$ cat src/rtl/mem_port_arbiter.sv
// Arbitrates one single-ported memory between multi-beat fetch line reads, MR word reads
// and MW word writes; one access in flight at a time, completion signalled by mem_ack.
module mem_port_arbiter #(
    parameter int ADDR_W     = 32,
    parameter int DATA_W     = 32,
    parameter int BEATS      = 4,
    parameter int STARVE_MAX = 8
) (
    input  logic                    clk_i,
    input  logic                    rst_ni,
    input  logic                    f_req_i,
    input  logic [ADDR_W-1:0]       f_addr_i,
    output logic                    f_done_o,
    output logic [BEATS*DATA_W-1:0] f_line_o,
    input  logic                    mr_req_i,
    input  logic [ADDR_W-1:0]       mr_addr_i,
    output logic                    mr_done_o,
    output logic [DATA_W-1:0]       mr_data_o,
    input  logic                    mw_req_i,
    input  logic [ADDR_W-1:0]       mw_addr_i,
    input  logic [DATA_W-1:0]       mw_wdata_i,
    output logic                    mw_done_o,
    output logic                    mr_stall_o,
    output logic                    mw_stall_o,
    output logic                    mem_re_o,
    output logic                    mem_we_o,
    output logic [ADDR_W-1:0]       mem_addr_o,
    output logic [DATA_W-1:0]       mem_wdata_o,
    input  logic [DATA_W-1:0]       mem_rdata_i,
    input  logic                    mem_ack_i
);

    localparam int LINE_W     = BEATS * DATA_W;
    localparam int BEAT_W     = (BEATS > 1) ? $clog2(BEATS) : 1;
    localparam int WB_W       = $clog2(DATA_W / 8);
    localparam int OFF_W      = BEAT_W + WB_W;
    localparam int STARVE_W   = $clog2(STARVE_MAX + 1);
    localparam logic [BEAT_W-1:0]   BEAT_LAST  = BEAT_W'(BEATS - 1);
    localparam logic [STARVE_W-1:0] STARVE_TOP = STARVE_W'(STARVE_MAX);

    typedef enum logic [1:0] {
        IDLE   = 2'd0,
        MW_ACC = 2'd1,
        MR_ACC = 2'd2,
        F_ACC  = 2'd3
    } state_t;

    state_t                state_q, state_d;
    logic [BEAT_W-1:0]     beat_q, beat_d;
    logic [STARVE_W-1:0]   starve_q, starve_d;
    logic [LINE_W-1:0]     f_line_q, f_line_d;
    logic [DATA_W-1:0]     mr_data_q, mr_data_d;
    logic                  f_done_q, f_done_d;
    logic                  mr_done_q, mr_done_d;
    logic                  mw_done_q, mw_done_d;

    logic                  arb_en;
    logic                  fetch_force;
    logic                  grant_f, grant_mw, grant_mr;
    logic [ADDR_W-1:0]     fetch_addr;

    // The cycle carrying a done pulse is a dead IDLE cycle: the finishing requester
    // still holds its req there, so arbitrating would re-issue its access.
    assign arb_en      = (state_q == IDLE) && !(f_done_q || mr_done_q || mw_done_q);
    assign fetch_force = f_req_i && (starve_q == STARVE_TOP);
    assign grant_f     = arb_en && (fetch_force || (f_req_i && !mw_req_i && !mr_req_i));
    assign grant_mw    = arb_en && !fetch_force && mw_req_i;
    assign grant_mr    = arb_en && !fetch_force && !mw_req_i && mr_req_i;

    assign fetch_addr  = {f_addr_i[ADDR_W-1:OFF_W], beat_q, {WB_W{1'b0}}};

    always_comb begin
        state_d   = state_q;
        beat_d    = beat_q;
        f_line_d  = f_line_q;
        mr_data_d = mr_data_q;
        f_done_d  = 1'b0;
        mr_done_d = 1'b0;
        mw_done_d = 1'b0;
        case (state_q)
            IDLE: begin
                if (!f_req_i) begin
                    beat_d = '0;
                end
                if (grant_f) begin
                    state_d = F_ACC;
                end else if (grant_mw) begin
                    state_d = MW_ACC;
                end else if (grant_mr) begin
                    state_d = MR_ACC;
                end
            end
            MW_ACC: begin
                if (mem_ack_i) begin
                    mw_done_d = 1'b1;
                    state_d   = IDLE;
                end
            end
            MR_ACC: begin
                if (mem_ack_i) begin
                    mr_data_d = mem_rdata_i;
                    mr_done_d = 1'b1;
                    state_d   = IDLE;
                end
            end
            F_ACC: begin
                if (mem_ack_i) begin
                    if (!f_req_i) begin
                        // Fetch was flushed: drop the beat, restart from beat 0 next time.
                        beat_d  = '0;
                        state_d = IDLE;
                    end else begin
                        for (int k = 0; k < BEATS; k++) begin
                            if (beat_q == BEAT_W'(k)) begin
                                f_line_d[k*DATA_W +: DATA_W] = mem_rdata_i;
                            end
                        end
                        if (beat_q == BEAT_LAST) begin
                            f_done_d = 1'b1;
                            beat_d   = '0;
                            state_d  = IDLE;
                        end else begin
                            beat_d = beat_q + 1'b1;
                            if (mw_req_i || mr_req_i) begin
                                state_d = IDLE;
                            end
                        end
                    end
                end
            end
            default: state_d = IDLE;
        endcase
    end

    always_comb begin
        starve_d = starve_q;
        if (!f_req_i || grant_f) begin
            starve_d = '0;
        end else if ((grant_mw || grant_mr) && (starve_q != STARVE_TOP)) begin
            starve_d = starve_q + 1'b1;
        end
    end

    always_ff @(posedge clk_i or negedge rst_ni) begin
        if (!rst_ni) begin
            state_q   <= IDLE;
            beat_q    <= '0;
            starve_q  <= '0;
            f_line_q  <= '0;
            mr_data_q <= '0;
            f_done_q  <= 1'b0;
            mr_done_q <= 1'b0;
            mw_done_q <= 1'b0;
        end else begin
            state_q   <= state_d;
            beat_q    <= beat_d;
            starve_q  <= starve_d;
            f_line_q  <= f_line_d;
            mr_data_q <= mr_data_d;
            f_done_q  <= f_done_d;
            mr_done_q <= mr_done_d;
            mw_done_q <= mw_done_d;
        end
    end

    always_comb begin
        mem_addr_o  = '0;
        mem_wdata_o = '0;
        case (state_q)
            MW_ACC: begin
                mem_addr_o  = mw_addr_i;
                mem_wdata_o = mw_wdata_i;
            end
            MR_ACC:  mem_addr_o = mr_addr_i;
            F_ACC:   mem_addr_o = fetch_addr;
            default: mem_addr_o = '0;
        endcase
    end

    assign mem_re_o   = (state_q == MR_ACC) || (state_q == F_ACC);
    assign mem_we_o   = (state_q == MW_ACC);
    assign f_done_o   = f_done_q;
    assign mr_done_o  = mr_done_q;
    assign mw_done_o  = mw_done_q;
    assign f_line_o   = f_line_q;
    assign mr_data_o  = mr_data_q;
    assign mr_stall_o = mr_req_i && !mr_done_q;
    assign mw_stall_o = mw_req_i && !mw_done_q;

endmodule
$ cat config.mk
export PLATFORM = sky130hd
export DESIGN_NAME = mem_port_arbiter
export DESIGN_NICKNAME = d
export VERILOG_FILES = /design/src/rtl/mem_port_arbiter.sv
export SDC_FILE = /design/constraint.sdc
export NUM_CORES = 1
export LEC_CHECK = 0
export ABC_AREA = 1
export CORE_AREA = 2 2 154 156
export CTS_CLUSTER_DIAMETER = 100
export DETAILED_ROUTE_END_ITERATION = 12
export DIE_AREA = 0 0 156 158
export PLACE_DENSITY = 0.69
export SETUP_SLACK_MARGIN = 0.4
export SLEW_MARGIN = 20
export SYNTH_ARGS = -nofsm -noshare
export SYNTH_HDL_FRONTEND = slang
export SYNTH_SLANG_ARGS = --single-unit
$ cat constraint.sdc
create_clock -name clk_i -period 2 [get_ports clk_i]
set_input_delay 0.3 -clock clk_i [delete_from_list [all_inputs] [get_ports clk_i]]
set_output_delay 0.3 -clock clk_i [all_outputs]
set_load 0.05 [all_outputs]
* Yosys cells after proc, flatten, opt, wreduce, memory -nomap -nowiden
Cells that the tools add are included.
** Storage, ports and cells
- Register bits :: 171
- Input port bits :: 166
** Cells by class
- Add/sub/neg operators :: 2
- Equality and inequality tests :: 13
- Mux-type cells :: 25
- Reduce and logical (&&, ||, !) cells :: 38
** Operator list (number)
- $pmux 32 s3 :: 1
- $mux 32 :: 1
- $mux 2 :: 12
- $reduce_and 4->1 :: 5
- $logic_and 1x1->1 :: 12
- $ne 4x4->1 const B :: 3
- $eq 2x2->1 const B :: 4
- $mux 4 :: 2
- $logic_not 1->1 :: 7
- $logic_or 1x1->1 :: 7
- $mux 1 :: 7
- $pmux 2 s3 :: 1
- $add 4x1->4 const B :: 1
- $eq 2x1->1 const B :: 2
- $eq 4x4->1 const B :: 1
- $logic_not 2->1 :: 2
- $ne 2x2->1 const B :: 2
- $pmux 2 s2 :: 1
- $reduce_bool 2->1 :: 2
- $reduce_and 3->1 :: 1
- $add 2x1->2 const B :: 1
- $ne 2x1->1 const B :: 1
- $reduce_and 2->1 :: 1
- $reduce_or 2->1 :: 1

* Logic depth before layout (Yosys ltp)
Gate-level depths: netlist of the first run.
- Depth after elaboration :: 11
- Mapped depth :: 10
- Depth with buffers taken out :: 10

* Worst setup path before layout of the first run
OpenSTA, ideal clock, no wires.
- Path type :: flip-flop to output port
- Start :: reg state_q[1]
- End :: out mem_addr_o[1]
- Data arrival time :: 2383 ps
- Setup slack :: -683 ps
- Cell stages (with the launch flop) :: 7
- Path buffers :: 2
- Path through :: dfrtp_1 inv_1 ha_1 buf_2 clkbuf_1 nand2_1 a21oi_1
** On the way
- Cells in the longest elaborated chain, start to end :: 2
** Ends and longest elaborated chain
- from (decl) :: line 48 : state_t state_q, state_d;
- from (signal assigned) :: line 155 : state_q <= state_d;
- $eq 2x1->1
- net mem_we_o :: line 26 : output logic mem_we_o,
- $pmux 32 s3 :: line 169 : case (state_q)
- to (decl) :: line 27 : output logic [ADDR_W-1:0] mem_addr_o,
The timed path passes the listed nets, and every way through them passes these cells.

* Final worst setup path of the first run
- Start :: reg state_q[1]
- End :: out mem_addr_o[20]
** On the way
- Cells in the longest elaborated chain, start to end :: 2
** Ends and longest elaborated chain (line)
- $eq 2x2->1 or $eq 2x1->1 (tied branches) :: 169
- $pmux 32 s3 (*) :: 169
Mark *: on every way between the ends. The rest lies on a longest branch, timed or not.

==> metrics.md, run 1 <==
| Metric | Value |
|---|---|
| Worst setup SP type | `register` |
| Setup violations, final | `56` |
| Tot GR Track Use | `23.70%` |
| Dpl hpwl | `21950 um` |
| Die area | `24650 sq um` |
| M2 GR Usage | `40.37%` |
| YS warnings | `0` |
| Most numerous cell in the Yosys netlist | `nand2_1` |
| Setup CP Type | `register to output port` |
| Worst-Margin Slew | `553.7 ps` |
| Chip width | `156 um` |
| TritonCTS clock tree | `yes` |
| Critical path's most frequent cell | `buf_12` |
| Layout cell share with drive strength beyond 1 | `35.70%` |
| Peak VDD IR | `942.6 uV` |
| Final WL | `33080 um` |
| Vias | `7892` |
| Core Box Area | `23050 sq um` |
| DR iter-0 viols | `380` |
| Syn Nets | `1094` |
| Max_cap viols | `0` |
| Fin crit share | `109.8%` |
| R2R Path End | `f_line_o[127]` |
| Critical Path Sink Type | `output port` |
| Internal reg-to-reg setup slack | `150 ps` |
| Inserted Clock Buffers | `17` |
| Critical Path Sink | `mem_addr_o[20]` |
| Drt drc | `0` |
| PortBufs | `392` |
| CTS max path bufs | `2` |
| Status | `finished with violations` |
| Critical Path AT | `1900 ps` |
| Filler cell count | `1786` |
| Yosys top cell by area | `dfrtp_1` |
| Post-route insts no fill | `1650` |
| Failing checks | `negative setup slack` |
| Initial antenna violation count | `10` |
| Slew Viols, Final | `0` |
| GR peak layer | `met2` |
| Sequential area share after synthesis | `56.52%` |
| Design Area, Final | `14970 sq um` |
| Starting Density | `32.84%` |
| Clk pin slew, worst setup/hold paths | `80 ps` |
| Slowest stage cell, crit path | `dfrtp_2` |
| Nets | `1514` |
| Vias in the first global route | `7716` |
| Area Overhead vs Synth | `97.67%` |
| # clock sinks | `171` |
| Tmin final | `2196 ps` |
| First-pass GRT wire length | `44000 um` |
| PD cells | `1285 nW/um^2` |
| Post-synth top cells | `209 x nand2_1, 171 x dfrtp_1, 132 x a21oi_1, 132 x nor2_1, 119 x inv_1` |
| RR Startpoint | `state_q[1]` |
| Placement Cell Area | `12950 sq um` |
| Highest cell delay on the worst timing path | `450 ps` |
| Post-synthesis cell count | `917` |
| Htree depth | `4` |
| Final hold vios | `0` |
| Most used DFF post-synth | `dfrtp_1` |
| Worst clock skew | `17.61 ps` |
| DR vias/cell | `4.783` |
| Placed cell count | `1575` |
| RSZ-0062 raised after global routing | `true` |
| Cell row count | `56` |
| RePlAce Congestion | `0.8449` |
| Max_slew headroom | `63.09%` |
| Mean Syn Cell Area | `8.256 sq um` |
| Ys async rst share | `100.0%` |
| DRT Pass-1 Iters | `4` |
| Synth cell types | `23` |
| Top cells by area, synth | `dfrtp_1 57%, nand2_1 10%, a21oi_1 8.7%` |
| GR Util met3 | `7.857%` |
| Die Y | `158 um` |
| Clk Latency, worst-skew pair | `430 ps` |
| Crit. Startpoint | `state_q[1]` |
| FMAX | `455.4 MHz` |
| Worst-path maximum fanout | `11` |
| Type of the tightest min-delay check | `input port to asynchronous set/reset pin` |
| R2R cell count | `9` |
| Pleak | `7.164 nW` |
| Post-Syn Area | `7571 sq um` |
| IO Count | `397` |
| Yosys top cell area share | `56.52%` |
| Post-route ant nets | `0` |
| Worst Setup Slack, final | `-195.6 ps` |
| GRT overflow | `0` |
| #FFs+latches synth | `171` |
| Setup WS pre-CTS | `81.27 ps` |
| WL/cell | `20.05 um` |
| Tot Pwr | `19.23 mW` |
| Post-synth EDFFs | `0` |
| GR Util met1 | `26.22%` |
| CP cell instances | `buf_6 -> ha_4 -> buf_12 -> nand2_1 -> nand3_2 -> nand2_2 -> clkinvlp_4 -> buf_12` |
| Largest net degree at the start of global routing | `65` |
| Worst hold margin | `393.1 ps` |
| CP required | `1700 ps` |
| CTS Root Cell | `clkbuf_16` |
## cell type report
cell class                 instances  area [sq um]  area share, %
timing repair buffer             452          5829          38.95
multi-input combinational        576          3163          21.14
clock inverter                    15         192.7          1.288
tap                              290         362.8          2.425
antenna                           10         25.02         0.1672
sequential                       171          4280          28.60
inverter                         119         686.9          4.590
clock buffer                      17         425.4          2.843
## worst min-delay path by stage
| stage | endpoint | startpoint | slack (ps) | cells after the start |
|---|---|---|---|---|
| finish | f_line_o[83] | rst_ni | 390 | 2 |
| detailed placement | f_line_o[83] | rst_ni | 300 | 1 |
| global placement | f_line_o[84] | rst_ni | 300 | 1 |
| global route | f_line_o[115] | rst_ni | 430 | 2 |
| CTS | f_line_o[83] | rst_ni | 400 | 2 |
| floorplan | beat_q[0] | rst_ni | 4 | 0 |
## logic make-up (layout without fill, tap and decap cells)
kind of cell / Yosys count / in the layout / share of synthesized area, %
AND/OR/NAND/NOR: 390 / 390 / 20.66
AO/OA/AOI/OAI: 173 / 173 / 11.60
other: 0 / 10 / 0
XOR/XNOR: 2 / 2 / 0.2314
buffers and inverters: 170 / 603 / 9.172
adder cells (fa/ha/maj): 11 / 11 / 1.818
flip-flops: 171 / 171 / 56.52
## routing by layer
metal	share of wire [%]	wire, um	up-vias
met5	0	0	-
met4	4.0	1312	0
met3	7.8	2564	59
met2	51	16940	324
met1	37	12260	3794
li1	-	-	3715
## cells in the final DEF, fill, tap and decap left out, types with 53 or more instances in the layout
cell type / n
nor2_1: 132
nand2_1: 117
clkinvlp_4: 63
dfrtp_1: 170
buf_12: 86
clkdlybuf4s15_2: 122
a21oi_1: 130
nand2_2: 71
inv_1: 53
clkdlybuf4s50_1: 160
## per-stage QoR
step           util [%]  setup TNS, ps
2_1_floorplan         -              0
3_3_place_gp      56.19              0
3_5_place_dp      56.19              0
4_1_cts           61.68          -5334
5_1_grt           64.92         -11330
6_report          64.92          -7166
## worst max-delay path: cells and delay by family (launching register included)
family                   cells  cell delay, ps
AND/OR/NAND/NOR              3             250
buffers and inverters        4             560
flip-flops                   1             450
adder cells (fa/ha/maj)      1             210
## flip-flops by register name (all words and copies together), names as in the netlist
signal	cells
mr_data_o	32
mw_done_o	1
f_done_o	1
state_q	2
beat_q	2
f_line_o	128
mr_done_o	1
starve_q	4
## repair_timing
action                                  4_1_cts  5_1_grt
hold buffers                                  1        0
pin swaps                                    10       26
gates resized for setup                     472      109
endpoints found under the setup margin      350      270
cloned                                        3       12
endpoints found under the hold margin        49        0
buffers inserted                              9        8
## power breakdown
group / internal [mW] / switching (mW) / total, mW
clock network: 1.82 / 1.62 / 3.44
logic: 4.08 / 6.94 / 11.0
registers: 4.29 / 0.470 / 4.76
total: 10.2 / 9.04 / 19.2
Note: power is estimated with default switching activity, not from simulation.
==> inputs of run 2 (changes only) <==
--- a/config.mk
+++ b/config.mk
@@ -12,7 +12,6 @@
 export DIE_AREA = 0 0 156 158
 export PLACE_DENSITY = 0.69
 export SETUP_SLACK_MARGIN = 0.4
-export SLEW_MARGIN = 20
 export SYNTH_ARGS = -nofsm -noshare
 export SYNTH_HDL_FRONTEND = slang
 export SYNTH_SLANG_ARGS = --single-unit
==> results of run 2 <==
No change in the layout: final DEF, timing and power equal those of run 1.
==> inputs of run 3 (changes only) <==
--- a/config.mk
+++ b/config.mk
@@ -5,13 +5,13 @@
 export SDC_FILE = /design/constraint.sdc
 export NUM_CORES = 1
 export LEC_CHECK = 0
-export ABC_AREA = 1
 export CORE_AREA = 2 2 154 156
 export CTS_CLUSTER_DIAMETER = 100
 export DETAILED_ROUTE_END_ITERATION = 12
 export DIE_AREA = 0 0 156 158
-export PLACE_DENSITY = 0.69
+export PLACE_DENSITY = 0.68
 export SETUP_SLACK_MARGIN = 0.4
+export SKIP_CTS_REPAIR_TIMING = 1
 export SYNTH_ARGS = -nofsm -noshare
 export SYNTH_HDL_FRONTEND = slang
 export SYNTH_SLANG_ARGS = --single-unit
==> metrics.md, run 3 <==
| Metric | Value |
|---|---|
| Status | `finished with violations` |
| Failing checks | `negative setup slack` |
| Ys async rst share | `100.0%` |
| Slowest stage cell, crit path | `a222oi_1` |
| Initial antenna violation count | `9` |
| Largest net degree at the start of global routing | `48` |
| Post-route ant nets | `0` |
| DRT Pass-1 Iters | `8` |
| Layout cell share with drive strength beyond 1 | `43.49%` |
| Sequential area share after synthesis | `57.89%` |
| Cell row count | `56` |
| Setup CP Type | `register to output port` |
| RePlAce Congestion | `0.8938` |
| WL/cell | `23.25 um` |
| Post-synth top cells | `171 x dfrtp_1, 154 x mux2_2, 36 x nor2_1` |
| Worst setup SP type | `register` |
| Type of the tightest min-delay check | `input port to asynchronous set/reset pin` |
| Chip width | `156 um` |
| Worst Setup Slack, final | `-424.4 ps` |
| Dpl hpwl | `23520 um` |
| Worst-Margin Slew | `601.0 ps` |
| Highest cell delay on the worst timing path | `570 ps` |
| Clk Latency, worst-skew pair | `420 ps` |
| Critical Path AT | `2120 ps` |
| Die area | `24650 sq um` |
| Slew Viols, Final | `0` |
| TritonCTS clock tree | `yes` |
| Worst hold margin | `374.9 ps` |
| CTS Root Cell | `clkbuf_16` |
| GRT overflow | `0` |
| Yosys top cell by area | `dfrtp_1` |
| Post-synth EDFFs | `0` |
| Vias in the first global route | `6524` |
| Drt drc | `0` |
| Post-route insts no fill | `1298` |
| IO Count | `397` |
| Starting Density | `32.07%` |
| Critical Path Sink Type | `output port` |
| R2R cell count | `7` |
| RSZ-0062 raised after global routing | `true` |
| Peak VDD IR | `779.6 uV` |
| Vias | `6336` |
| Most used DFF post-synth | `dfrtp_1` |
| Setup violations, final | `63` |
| YS warnings | `0` |
| M2 GR Usage | `40.01%` |
| DR vias/cell | `4.881` |
| PD cells | `1270 nW/um^2` |
| CP required | `1700 ps` |
| Syn Nets | `715` |
| First-pass GRT wire length | `42200 um` |
| Post-Syn Area | `7392 sq um` |
| Final hold vios | `0` |
| Post-synthesis cell count | `538` |
| Yosys top cell area share | `57.89%` |
| R2R Path End | `state_q[1]` |
| Nets | `1163` |
| CTS max path bufs | `2` |
| Die Y | `158 um` |
| Htree depth | `4` |
| Pleak | `8.826 nW` |
| Max_slew headroom | `59.94%` |
| # clock sinks | `171` |
| Synth cell types | `39` |
| Most frequent cells in the layout | `167 x dfrtp_1, 160 x clkdlybuf4s50_1, 156 x dlymetal6s2s_1` |
| Most numerous cell in the Yosys netlist | `dfrtp_1` |
| Clk pin slew, worst setup/hold paths | `80 ps` |
| PortBufs | `392` |
| RR Startpoint | `state_q[0]` |
| Internal reg-to-reg setup slack | `40 ps` |
| GR Util met3 | `7.802%` |
| GR peak layer | `met2` |
| CP cell instances | `ha_4 -> buf_6 -> a222oi_1 -> nor2_4 -> buf_12` |
| FMAX | `412.5 MHz` |
| Core Box Area | `23050 sq um` |
| Worst-path maximum fanout | `10` |
| Top cells by area, synth | `dfrtp_1 58%, mux2_2 23%, a222oi_1 4.1%` |
| Max_cap viols | `0` |
| Fin crit share | `121.2%` |
| Max FFs per register | `128` |
| Final WL | `30180 um` |
| Worst clock skew | `10.58 ps` |
| GR Util met1 | `26.94%` |
| #FFs+latches synth | `171` |
| Inserted Clock Buffers | `17` |
| Commonest non-fill, non-tap cell in the layout | `dfrtp_1` |
| DR iter-0 viols | `318` |
| Mean Syn Cell Area | `13.74 sq um` |
| Area Overhead vs Synth | `98.12%` |
| Placed cell count | `1238` |
| Tot GR Track Use | `23.45%` |
| Tmin final | `2424 ps` |
[run 3: changes by cell type after synthesis, sizes merged, moves of 30 or more]
cell,change
nand2,-197
mux2,+161
a21oi,-132
inv,-107
nor2,-100
nand3,-35
and2,+33
o21ai,-32
a222oi,+30
[run 3: worst max path at each step]
| stage | endpoint | slack (ps) | cells after the start | from |
|---|---|---|---|---|
| floorplan | mem_addr_o[10] | 170 | 6 | state_q[0] |
| global placement | mem_addr_o[4] | -20 | 7 | state_q[0] |
| detailed placement | mem_addr_o[28] | -60 | 6 | state_q[0] |
| CTS | mem_addr_o[28] | -530 | 6 | state_q[0] |
| global route | mem_addr_o[4] | -480 | 6 | state_q[0] |
| finish | mem_addr_o[28] | -420 | 5 | state_q[0] |
[run 3: cell families (layout without fill, tap and decap cells)]
group | Yosys count | count (layout) | synth area share, %
buf+inv | 48 | 508 | 2.894
mux | 161 | 161 | 24.58
compound gates | 48 | 48 | 5.738
simple gates | 99 | 99 | 7.041
other cells | 0 | 10 | 0
fa+ha+maj | 11 | 11 | 1.862
flops | 171 | 171 | 57.89
[run 3: per-layer routing]
metal  wire length, um  vias up
met5                 0        -
met4               910        0
met3              2288       39
met2             15630      276
met1             11360     3156
li1                  -     2865
[run 3: area by class of cell]
type	instances	area, sq um
Clock inverter	14	157.7
Fill cell	1733	8407
Multi-Input combinational cell	319	3516
Tap cell	290	362.8
Timing Repair Buffer	465	5824
Sequential cell	171	4284
Antenna cell	10	25.02
Clock buffer	17	425.4
Inverter	12	50.05
[run 3: power breakdown]
part	internal [mW]	switching, mW	total (mW)
Clock	1.66	1.57	3.23
Sequential	4.16	0.406	4.57
Combinational	4.62	6.17	10.8
Total	10.4	8.15	18.6
[run 3: metrics by stage]
step / total power, mW / setup TNS (ps) / setup WS, ps / cell area [sq um] / util [%]
2_1_floorplan: 10.79 / 0 / 165.6 / 8097 / -
3_3_place_gp: 15.01 / -34.08 / -18.70 / 13280 / 57.60
3_5_place_dp: 15.10 / -134.3 / -60.91 / 13280 / 57.60
4_1_cts: 18.39 / -20670 / -532.7 / 13860 / 60.13
5_1_grt: 19.31 / -17920 / -481.9 / 14650 / 63.53
6_report: 18.59 / -13760 / -424.4 / 14650 / 63.53
[run 3: worst max-delay path: cells and delay by family (launching register included)]
kind	cells	cell delay, ps
AOI/OAI and AO/OA	1	570
adders and majority gates	1	230
buffers and inverters	2	320
DFF	1	480
and+or+nand+nor	1	90
